File: config.mk
export PLATFORM = sky130hd
export DESIGN_NAME = fetch_unit
export DESIGN_NICKNAME = d
export VERILOG_FILES = /design/src/rtl/dibu_pkg.sv /design/src/rtl/fetch_unit.sv
export SDC_FILE = /design/constraint.sdc
export NUM_CORES = 1
export LEC_CHECK = 0
export BUFFER_PORTS_ARGS = -buffer_cell sky130_fd_sc_hd__buf_4
export CORE_MARGIN = 4
export CORE_UTILIZATION = 37
export CTS_CLUSTER_DIAMETER = 60
export DETAILED_ROUTE_END_ITERATION = 10
export MAX_ROUTING_LAYER = met4
export PLACE_DENSITY = 0.75
export SYNTH_ARGS = -nofsm -noshare
export SYNTH_HDL_FRONTEND = slang
export SYNTH_SLANG_ARGS = --single-unit
File: constraint.sdc
create_clock -name clk -period 3.5 [get_ports clk]
set_clock_uncertainty 0.05 [all_clocks]
set_input_delay 0.35 -clock clk [delete_from_list [all_inputs] [get_ports clk]]
set_output_delay 0.35 -clock clk [all_outputs]
set_load 0.02 [all_outputs]
File: src/rtl/dibu_pkg.sv
// Shared constants and types for the instruction-fetch datapath.
package dibu_pkg;

  localparam int unsigned PC_W    = 9;
  localparam int unsigned INSTR_W = 16;

  typedef enum logic [1:0] {
    IDLE = 2'd0,
    REQ  = 2'd1,
    HOLD = 2'd2,
    HALT = 2'd3
  } fetch_state_t;

  localparam logic [1:0] ERR_NONE    = 2'd0;
  localparam logic [1:0] ERR_PC      = 2'd1;
  localparam logic [1:0] ERR_TIMEOUT = 2'd2;

  typedef struct packed {
    logic [PC_W-1:0]    pc;
    logic [INSTR_W-1:0] data;
  } ir_word_t;

endpackage

File: src/rtl/fetch_unit.sv
// Instruction fetch: reads imem at the current PC and offers the word to decode,
// with flush-on-redirect, ack timeout and a sticky halt on errors.
module fetch_unit
  import dibu_pkg::*;
#(
  parameter int unsigned MAX_WAIT = 15
) (
  input  logic               clk,
  input  logic               rst,
  input  logic [PC_W-1:0]    pc_in,
  input  logic               pc_err,
  output logic               pc_inc,
  output logic               mem_req,
  output logic [PC_W-1:0]    mem_addr,
  input  logic               mem_ack,
  input  logic [INSTR_W-1:0] mem_rdata,
  output logic               ir_valid,
  output logic [INSTR_W-1:0] ir_data,
  output logic [PC_W-1:0]    ir_pc,
  input  logic               ir_ready,
  input  logic               flush,
  output logic               halted,
  output logic [1:0]         err_code
);

  localparam int unsigned CNT_W = $clog2(MAX_WAIT + 1);
  localparam logic [CNT_W-1:0] CNT_LAST = CNT_W'(MAX_WAIT - 1);

  fetch_state_t    state_q, state_d;
  logic [CNT_W-1:0] cnt_q, cnt_d;
  logic            drop_q, drop_d;
  ir_word_t        word_q, word_d;
  logic            req_d, valid_d, halted_d;
  logic [PC_W-1:0] addr_d;
  logic [1:0]      err_d;

  assign ir_data = word_q.data;
  assign ir_pc   = word_q.pc;

  always_ff @(posedge clk) begin
    if (rst) begin
      state_q  <= IDLE;
      cnt_q    <= '0;
      drop_q   <= 1'b0;
      word_q   <= '0;
      mem_req  <= 1'b0;
      mem_addr <= '0;
      ir_valid <= 1'b0;
      halted   <= 1'b0;
      err_code <= ERR_NONE;
    end else begin
      state_q  <= state_d;
      cnt_q    <= cnt_d;
      drop_q   <= drop_d;
      word_q   <= word_d;
      mem_req  <= req_d;
      mem_addr <= addr_d;
      ir_valid <= valid_d;
      halted   <= halted_d;
      err_code <= err_d;
    end
  end

  always_comb begin
    state_d  = state_q;
    cnt_d    = cnt_q;
    drop_d   = drop_q;
    word_d   = word_q;
    req_d    = mem_req;
    addr_d   = mem_addr;
    valid_d  = ir_valid;
    halted_d = halted;
    err_d    = err_code;
    pc_inc   = 1'b0;

    unique case (state_q)
      IDLE: begin
        state_d = REQ;
        addr_d  = pc_in;
        cnt_d   = '0;
        req_d   = 1'b1;
      end
      REQ: begin
        if (mem_ack) begin
          req_d = 1'b0;
          if (drop_q || flush) begin
            drop_d  = 1'b0;
            state_d = IDLE;
          end else begin
            word_d  = '{pc: mem_addr, data: mem_rdata};
            valid_d = 1'b1;
            pc_inc  = 1'b1;
            state_d = HOLD;
          end
        end else if (cnt_q == CNT_LAST) begin
          req_d    = 1'b0;
          drop_d   = 1'b0;
          halted_d = 1'b1;
          err_d    = ERR_TIMEOUT;
          state_d  = HALT;
        end else begin
          cnt_d = cnt_q + CNT_W'(1);
          // A request cannot be withdrawn; remember to discard its data.
          if (flush) drop_d = 1'b1;
        end
      end
      HOLD: begin
        if (ir_ready && !flush) begin
          valid_d = 1'b0;
          addr_d  = pc_in;
          cnt_d   = '0;
          req_d   = 1'b1;
          state_d = REQ;
        end else if (flush) begin
          valid_d = 1'b0;
          state_d = IDLE;
        end
      end
      HALT: begin
        req_d   = 1'b0;
        valid_d = 1'b0;
      end
      default: state_d = IDLE;
    endcase

    // PC-bank error wins over everything, including a same-cycle ack.
    if (pc_err && state_q != HALT) begin
      state_d  = HALT;
      err_d    = ERR_PC;
      halted_d = 1'b1;
      req_d    = 1'b0;
      valid_d  = 1'b0;
      drop_d   = 1'b0;
      word_d   = word_q;
      pc_inc   = 1'b0;
    end
  end

endmodule

==> metrics.md <==
| Metric | Value |
|---|---|
| Status | `finished clean` |
| First DRT Iteration DRCs | `40` |
| CP delay by family, top | `buffers and inverters` |
| Ys async rst share | `0` |
| Final setup viols | `0` |
| Setup bufs post-CTS | `0` |
| Final ANT Viol Nets | `0` |
| Worst Tran Pin Value | `0.5291 ns` |
| First drt pass iteration count | `4` |
| Compound-Gate Fraction of Synth Area | `0.1710` |
| Netlist cell types | `35` |
| Gr usage total | `0.1408` |
| TNS Setup | `0 ns` |
| IO buf count | `70` |
| GRT Residual Overflow | `0` |
| Root buf cell | `clkbuf_8` |
| Critical path buffer and inverter count | `5` |
| Crit path time final | `2.642 ns` |
| VDD IR max | `0.3136 mV` |
| YS warnings | `0` |
| Layout area overhead | `33.48%` |
| DRC violations left | `0` |
| Initial antenna violation count | `0` |
| Max-cap violations | `0` |
| Syn nets | `257` |
| Die width | `80.12 um` |
| Crit-path max FO | `26` |
| Startpoint types | `flip-flop` |
| CTS clk-pin slew, worst paths | `0.08 ns` |
| Nets | `323` |
| Slowest cell on crit path | `or3_1` |
| Gpl congestion | `0.8341` |
| Die area | `6418 um^2` |
| Final instance area | `2569 um^2` |
| HPWL after DPL | `3289 um` |
| Max Clk Rate | `378.5 MHz` |
| Synth Area per Inst | `8.747 um^2` |
| Hold Crit Depth | `3` |
| Worst slack, placed | `1.168 ns` |
| TritonCTS Sinks | `46` |
| Simple-gate share of the synthesized area | `0.2009` |
| CTS H-tree lvls | `2` |
| Post-route insts no fill | `354` |
| Hold slack | `0.2431 ns` |
| Number of global-route vias before repair | `1,564` |
| Placed cell area | `2474 um^2` |
| Cell Rows | `25` |
| Worst Hold Class | `input port to flip-flop` |
| Most used DFF post-synth | `dfxtp_1` |
| Post-cts sizing count | `0` |
| Vias | `1,713` |
| CORE AREA | `4880 um^2` |
| Crit end category | `output port` |
| Sequential element share of the synthesized area | `0.4785` |
| Max clock buf depth | `2` |
| Crit path depth | `7` |
| CTS Buf Count | `5` |
| Unrepaired setup endpoints after global routing | `false` |
| Largest family of logic cells by synthesized area | `simple AND/OR/NAND/NOR gates` |
| Synth Cell Area | `1924 um^2` |
| Largest net degree at the start of global routing | `47` |
| Largest stage delay on the critical path | `0.39 ns` |
| Synth Register Bits | `46` |
| Fraction of layout cells with a size suffix above 1 | `0.3171` |
| Fill cells | `509` |
| CTS tree | `yes` |
| Placed Cells | `346` |
| Wirelength per Cell | `12.67 um` |
| Slew Limit Fails | `0` |
| CP Data Arrival Time | `2.24 ns` |
| Initial Utilization | `0.3944` |
| Final wirelength | `4486 um` |
| Power per standard cell area | `451.3 nW/um^2` |
| Crit share post-route | `0.7549` |
| ANT cells | `0` |
| Worst Slack Setup Final | `0.8578 ns` |
| Synthesized instance count | `220` |
| R2R cell count | `8` |
| Clk_lat worst skew | `0.28 ns` |
| CP required | `3.10 ns` |
| WS Path Type | `flip-flop to output port` |
| Leakage | `1.100 nW` |
| Area share of fa/ha/maj cells after synthesis | `0.03901` |
| Vias per cell | `4.839` |
| Post-CTS Hold Fix Bufs | `0` |
| Critical-path cell list | `inv_1, ha_1, inv_1, or3_1, buf_4, inv_6, buf_4` |
| EDFF count, synth | `0` |
| Global-route wire length before repair | `6962 um` |
| Die Ht | `80.12 um` |
| Max_slew headroom | `0.6473` |
| Fin. Hold Viols | `0` |
| I/O pin cnt | `71` |
| Post-synthesis mux area share | `0.05722` |
| Post-Synth XOR/XNOR Area | `0` |
-- cells in the mapped netlist (all sizes together) (2+ instances only) --
| cell | instances | area [um^2] |
|---|---|---|
| inv | 6 | 27.53 |
| o21ai | 4 | 20.02 |
| buf | 6 | 48.79 |
| nor3 | 5 | 25.02 |
| nand2 | 53 | 198.9 |
| nor4 | 2 | 12.51 |
| a21oi | 33 | 202.7 |
| nor2b | 2 | 12.51 |
| mux2i | 11 | 110.1 |
| nand3 | 2 | 10.01 |
| dfxtp | 46 | 920.9 |
| nor2 | 14 | 52.55 |
| and2 | 2 | 12.52 |
| nand2b | 4 | 25.02 |
| ha | 6 | 75.07 |
| clkbuf | 7 | 26.28 |
| a311oi | 5 | 43.79 |
-- flip-flops by register name, summed over array words and instances (netlist names) --
register / cells
halted: 1
mem_addr: 9
ir_data: 16
drop_q: 1
state_q: 2
mem_req: 1
err_code: 2
ir_valid: 1
ir_pc: 9
cnt_q: 4
-- worst paths after layout --
check	startpoint	to	slack, ns
setup reg to reg	state_q[1]$_SDFFE_PP0P_	ir_data[14]$_SDFFE_PP0P_	1.40
hold / removal	pc_in[7]	mem_addr[7]$_SDFFE_PP0P_	0.24
hold reg to reg	ir_pc[2]$_SDFFE_PP0P_	ir_pc[2]$_SDFFE_PP0P_	0.41
setup / recovery	state_q[1]$_SDFFE_PP0P_	pc_inc	0.86
-- cells by family after synthesis --
logic type | count (synthesis)
compound gates | 49
simple gates | 89
fa+ha+maj | 6
buf+inv | 19
mux | 11
flops | 46
-- area by class of cell --
cell class	instances	area (um^2)	area share
Sequential cell	46	920.9	0.3585
Multi-Input combinational cell	155	900.9	0.3507
Timing Repair Buffer	72	540.5	0.2104
Clock buffer	7	86.33	0.03361
Tap cell	67	83.83	0.03264
Inverter	6	27.53	0.01072
Clock inverter	1	8.758	0.003410
-- worst reg2reg max path, stage by stage, from the launching register on --
cell	delay, ns
dfxtp_1	0.34
inv_1	0.10
ha_1	0.38
inv_1	0.12
or3_1	0.39
buf_4	0.24
inv_6	0.20
nand2_1	0.10
a21oi_2	0.12
-- cells in the final DEF (no fill, tap or decap) --
cell       synthesis  layout
buf_4              1      72
nand2_1           53      53
dfxtp_1           46      46
a21oi_1           23      23
nor2_1            14      14
mux2i_1           11      11
a21oi_2           10      10
ha_1               6       6
clkbuf_8           0       6
inv_1              5       5
nor3_1             5       5
a311oi_1           5       5
nand2b_1           4       4
o21ai_0            4       4
nor2b_1            2       2
inv_6              1       2
nand3_1            2       2
nor4_1             2       2
or3b_1             1       1
or3_1              1       1
a21o_1             1       1
and3_1             1       1
o21a_1             1       1
a2111oi_2          1       1
and3b_1            1       1
and2_0             1       1
nor3b_1            1       1
a211oi_1           1       1
and2_1             1       1
a22oi_1            1       1
a211o_1            1       1
a41oi_1            1       1
clkbuf_1           7       1
-- per-stage QoR --
stage	util	power [mW]
2_1_floorplan	-	0.7453
3_3_place_gp	0.5069	0.8362
3_5_place_dp	0.5069	0.8395
4_1_cts	0.5264	1.175
5_1_grt	0.5264	1.228
6_report	0.5264	1.159
-- routing by layer --
layer | global-route usage | wire (um) | up-vias
li1 | - | - | 877
met4 | 0.05068 | 41 | 0
met1 | 0.1607 | 1938 | 789
met5 | - | 0 | -
met3 | 0.03363 | 241 | 2
met2 | 0.2401 | 2264 | 45
-- report_power, final --
group	internal (mW)	total (mW)	switching, mW
clock network	0.163	0.332	0.169
registers	0.553	0.574	0.0213
logic	0.114	0.253	0.139
No activity file was read; power rests on OpenSTA's default activity.
